File: src/rtl/ft232h_tx_arbiter.sv
// FT232H synchronous-FIFO transmit arbiter.
// Round-robins whole packets from two show-ahead source FIFOs. Each packet is a
// three-byte header (sync, channel/sequence id, length) followed by PKT_LEN
// payload bytes. The FT232H byte/strobe pair is a one-deep output register that
// holds its byte until the device accepts it.
module ft232h_tx_arbiter #(
    parameter int           PKT_LEN   = 64,
    parameter logic [7:0]   SYNC_BYTE = 8'hA5
) (
    input  logic        clk_i,
    input  logic        rst_i,
    input  logic        en_i,
    input  logic [7:0]  src0_data_i,
    input  logic [7:0]  src1_data_i,
    input  logic        src0_empty_i,
    input  logic        src1_empty_i,
    input  logic [8:0]  src0_level_i,
    input  logic [8:0]  src1_level_i,
    output logic        src0_rd_o,
    output logic        src1_rd_o,
    input  logic        ft_txe_i,
    output logic [7:0]  ft_adbus_o,
    output logic        ft_wr_o,
    output logic        ft_rd_o,
    output logic        ft_oe_o,
    output logic        busy_o,
    output logic [6:0]  seq_o
);

    localparam logic [8:0] LEN9 = 9'(PKT_LEN);
    localparam logic [7:0] LEN8 = 8'(PKT_LEN);

    typedef enum logic [2:0] {
        IDLE,
        HDR_SYNC,
        HDR_ID,
        HDR_LEN,
        PAYLOAD
    } state_t;

    state_t      state_q;
    logic        ch_q;       // source granted to the current packet
    logic        rr_q;       // source preferred on the next tie
    logic [6:0]  seq_q;
    logic [7:0]  cnt_q;      // payload bytes loaded so far
    logic [7:0]  adbus_q;
    logic        wr_n_q;

    logic        xfer;
    logic        out_free;
    logic        elig0;
    logic        elig1;
    logic        grant_ch;
    logic        head_empty;
    logic [7:0]  head_data;
    logic        pay_load;

    // Output-register handshake, eligibility and granted-source head selection.
    always_comb begin
        xfer       = !wr_n_q && !ft_txe_i;
        out_free   = wr_n_q || xfer;
        elig0      = src0_level_i >= LEN9;
        elig1      = src1_level_i >= LEN9;
        grant_ch   = (elig0 && elig1) ? rr_q : elig1;
        head_empty = ch_q ? src1_empty_i : src0_empty_i;
        head_data  = ch_q ? src1_data_i : src0_data_i;
        // A pop happens exactly when the head byte is captured by the output register.
        pay_load   = (state_q == PAYLOAD) && out_free && !head_empty && !rst_i;
        src0_rd_o  = pay_load && !ch_q;
        src1_rd_o  = pay_load && ch_q;
    end

    // Packet sequencer together with the FT232H output register.
    always_ff @(posedge clk_i) begin
        if (rst_i) begin
            state_q <= IDLE;
            ch_q    <= 1'b0;
            rr_q    <= 1'b0;
            seq_q   <= '0;
            cnt_q   <= '0;
            adbus_q <= '0;
            wr_n_q  <= 1'b1;
        end else begin
            // Accepted byte frees the register; a load below re-arms the strobe.
            if (xfer) begin
                wr_n_q <= 1'b1;
            end
            unique case (state_q)
                IDLE: begin
                    if (en_i && (elig0 || elig1)) begin
                        ch_q    <= grant_ch;
                        rr_q    <= ~grant_ch;
                        cnt_q   <= '0;
                        state_q <= HDR_SYNC;
                    end
                end
                HDR_SYNC: begin
                    if (out_free) begin
                        adbus_q <= SYNC_BYTE;
                        wr_n_q  <= 1'b0;
                        state_q <= HDR_ID;
                    end
                end
                HDR_ID: begin
                    if (out_free) begin
                        adbus_q <= {ch_q, seq_q};
                        wr_n_q  <= 1'b0;
                        state_q <= HDR_LEN;
                    end
                end
                HDR_LEN: begin
                    if (out_free) begin
                        adbus_q <= LEN8;
                        wr_n_q  <= 1'b0;
                        state_q <= PAYLOAD;
                    end
                end
                PAYLOAD: begin
                    if (pay_load) begin
                        adbus_q <= head_data;
                        wr_n_q  <= 1'b0;
                        cnt_q   <= cnt_q + 8'd1;
                        if (cnt_q == LEN8 - 8'd1) begin
                            seq_q   <= seq_q + 7'd1;
                            state_q <= IDLE;
                        end
                    end
                end
                default: state_q <= IDLE;
            endcase
        end
    end

    assign ft_adbus_o = adbus_q;
    assign ft_wr_o    = wr_n_q;
    assign ft_rd_o    = 1'b1;
    assign ft_oe_o    = 1'b1;
    assign seq_o      = seq_q;
    // The last payload byte may still sit in the output register after IDLE is reached.
    assign busy_o     = (state_q != IDLE) || !wr_n_q;

endmodule

File: config.mk
export PLATFORM = sky130hd
export DESIGN_NAME = ft232h_tx_arbiter
export DESIGN_NICKNAME = d
export VERILOG_FILES = /design/src/rtl/ft232h_tx_arbiter.sv
export SDC_FILE = /design/constraint.sdc
export NUM_CORES = 1
export LEC_CHECK = 0
export ABC_AREA = 1
export BUFFER_PORTS_ARGS = -buffer_cell sky130_fd_sc_hd__buf_2
export CAP_MARGIN = 10
export CORE_AREA = 2 2 89 91
export CTS_CLUSTER_DIAMETER = 80
export DETAILED_ROUTE_END_ITERATION = 6
export DIE_AREA = 0 0 91 93
export PLACE_DENSITY = 0.44
export SKIP_CTS_REPAIR_TIMING = 1
export SLEW_MARGIN = 20
export SYNTH_ARGS = -nofsm -noshare
export SYNTH_HDL_FRONTEND = slang
export SYNTH_SLANG_ARGS = --single-unit
File: constraint.sdc
create_clock -name clk_i -period 1.56 [get_ports clk_i]
set_input_delay 0.234 -clock clk_i [delete_from_list [all_inputs] [get_ports clk_i]]
set_output_delay 0.234 -clock clk_i [all_outputs]
set_load 0.05 [all_outputs]
==> impl_metrics.csv <==
group,metric,value,unit
synthesis,netlist_area,0.00183,mm^2
power,power_density,954,mW/mm^2
global_routing,grt_pass1_wl,8.36,mm
power,power_frac_seq,36.3,%
timing,max_freq,630,MHz
placement,place_hpwl,3.94,mm
final_layout,fin_util,33.1,%
floorplan,coreArea,0.00753,mm^2
setup_path,critical_path_class,"reg -> out",
synthesis,syn-instance-count,284,
setup_path,cp_max_fo,5,
cts,cts.sinks,29,
global_routing,grt_max_degree,17,
route,vias,1933,
final_layout,seq_area,594,um^2
cts,cts_tree,"yes",
final_layout,nets,393,
power,power.net_switching,0.000915,W
final_layout,num-fill-cells,875,
setup_path,crit_path_start_kind,"flip-flop",
cts,cts_root_buffer,"clkbuf_8",
setup_path,setup.worst_path.start,"state_q[1]",
cts,cts_buffer_depth,2,
placement,pre_cts_ws,0.0414,ns
floorplan,num_rows,32,
final_layout,drive_above_1_share,32.2,%
power,power_leakage,1.20,nW
floorplan,die_x,91,um
placement,place_inst,434,
power,clockPowerShare,26.2,%
route,routedWlPerCell,11.2,um
final_layout,multi_input_area,0.00110,mm^2
route,antenna_left,0,
synthesis,ys_seq_area_share,31.7,%
run_status,status,"finished, violations left",
cts,cts_buffers,5,
synthesis,synth-seq-cells,29,
global_routing,grt_usage,12.3,%
global_routing,grt_pass1_vias,1720,
flow_run,max_cap_viol_count,0,
floorplan,die_y,93,um
route,viasPerCell,4.27,
final_layout,syn_to_final_growth,36.0,%
hold_path,hp-class,"in -> reg",
floorplan,ios,61,
setup_path,rrSetupSlack,0.12,ns
setup_path,timing.rr.start,"state_q[1]",
final_layout,antennaDiodeCount,0,
cts,path_clk_slew,0.06,ns
timing,rsz0062_at_grt,"true",
timing,fin_crit_sh,102,%
route,wirelength,5.08,mm
synthesis,ys_types,32,
floorplan,start_util,24.3,%
timing,holdWs,0.280,ns
placement,gp_congestion,0.800,
route,dr.pass1.iters,4,
route,drtIter0Drc,66,
synthesis,syn_avg_cell_area,6.45,um^2
global_routing,antenna_found_initial,0,
power,netSwitchingFraction,38.5,%
power,total_power,0.00237,W
global_routing,gr-total-overflow,0,
timing,layout_setup_ws,-0.0266,ns
setup_path,endpoint_kind,"output pin",
timing,setup_viol,3,
cts,worstSkewPairLatency,0.27,ns
power,power.internal,0.00146,W
timing,timing.final.hold_violations,0,
hold_path,holdCritStartpoint,"ft_txe_i",
timing,period_needed,1.59,ns
timing,final-max-slew-violation-count,0,
power,peakVddDrop,0.000361,V
power,p_comb_share,37.5,%
setup_path,cp.arrival,1.35,ns
setup_path,r2r_cells,8,
route,drc,0,
synthesis,synth_warnings,0,
setup_path,crit_end,"src1_rd_o",
placement,portBuffers,46,
setup_path,r2r_end,"ft_adbus_o[4]",
timing,skew,0.00411,ns
final_layout,instances_no_fill,453,
floorplan,die_area,0.00846,mm^2
run_status,violations,"setup timing",
cts,cts_htree_levels,2,
setup_path,cp.required,1.33,ns
-- worst min-delay path by stage --
stage / endpoint / cells after the start
global route: ft_wr_o / 4
floorplan: ft_wr_o / 3
detailed placement: ft_adbus_o[4] / 2
global placement: ft_adbus_o[5] / 2
CTS: ft_wr_o / 4
finish: ft_wr_o / 4
-- worst max-delay path, stage by stage (launching register included) --
cell      delay (ns)
dfxtp_4         0.36
nor2_4          0.16
nand2_4         0.11
clkinv_8        0.07
nand2_4         0.09
nor2_4          0.13
buf_8           0.15
-- flip-flops by register name, summed over array words and instances (netlist names) --
signal	cells
ft_adbus_o	8
seq_o	7
cnt_q	8
ft_wr_o	1
rr_q	1
state_q	3
ch_q	1
-- layout by cell type (no fill, tap or decap), drive strengths merged --
master and n:
inv 36, buf 68, conb 2, a21oi 28
o21bai 2, nand2 94, dfxtp 29, nor2 29
ha 2, nand4 6, o21ai 17, clkinv 1
nor3b 1, clkbuf 7, xnor2 1, a21o 1
o211ai 1, xor2 2, nand3 22, nor3 2
-- Yosys cell counts --
library cell / count / area (um^2)
nand2_1: 89 / 334
inv_1: 31 / 116
dfxtp_1: 29 / 581
a21oi_1: 27 / 135
nor2_1: 24 / 90.1
nand3_1: 17 / 85.1
o21ai_0: 13 / 65.1
nand4_1: 6 / 37.5
inv_2: 5 / 18.8
nand3_2: 4 / 40.0
o21ai_1: 4 / 20.0
buf_2: 3 / 15.0
buf_4: 3 / 22.5
nand2_4: 3 / 33.8
buf_6: 2 / 22.5
ha_1: 2 / 25.0
nand2_2: 2 / 12.5
nor2_2: 2 / 12.5
nor2_4: 2 / 22.5
nor3_1: 2 / 10.0
o21bai_1: 2 / 15.0
xor2_1: 2 / 17.5
a21o_1: 1 / 7.51
a21oi_2: 1 / 8.76
clkbuf_1: 1 / 3.75
conb_1: 1 / 3.75
inv_6: 1 / 8.76
nand3_4: 1 / 17.5
nor2_8: 1 / 20.0
nor3b_2: 1 / 12.5
o211ai_1: 1 / 7.51
xnor2_1: 1 / 8.76
-- power groups by stage --
stage               Clock (W)  Combinational [W]  Sequential, W
detailed placement          0           0.000787       0.000878
floorplan                   0           0.000427        0.00104
global placement            0           0.000784       0.000876
finish               0.000621           0.000891       0.000862
CTS                  0.000651           0.000789       0.000862
global route         0.000678           0.000977       0.000873
-- layer usage --
metal	global-route usage (%)	part of all wire, %	up-vias
met5	0	0	-
met4	3.41	0.81	0
met3	2.66	3.8	2
met2	18.9	46	48
met1	17.4	49	851
li1	-	-	1032
-- layout make-up --
| type | count | share of cell area (%) |
|---|---|---|
| tap | 102 | 5.13 |
| sequential | 29 | 23.9 |
| clock buffer | 7 | 3.47 |
| multi-input combinational | 210 | 44.3 |
| inverter | 37 | 6.18 |
| timing repair buffer | 68 | 17.1 |
-- through the flow --
stage                     area, um^2  setup TNS, ns
after detailed placement        2220              0
after CTS                       2310         -0.530
after global routing            2490         -0.247
final                           2490        -0.0307
after global placement          2220              0
after floorplan                 1850              0
-- logic make-up (layout without fill, tap and decap cells) --
group,count (synthesis),count (layout),synth area share (%)
XOR/XNOR,3,3,1.44
AO/OA/AOI/OAI,49,49,14.1
buffers and inverters,46,112,11.3
AND/OR/NAND/NOR,154,154,39.8
other,1,2,0.205
adder cells (fa/ha/maj),2,2,1.37
flip-flops,29,29,31.7
Note: power is estimated with default switching activity, not from simulation.
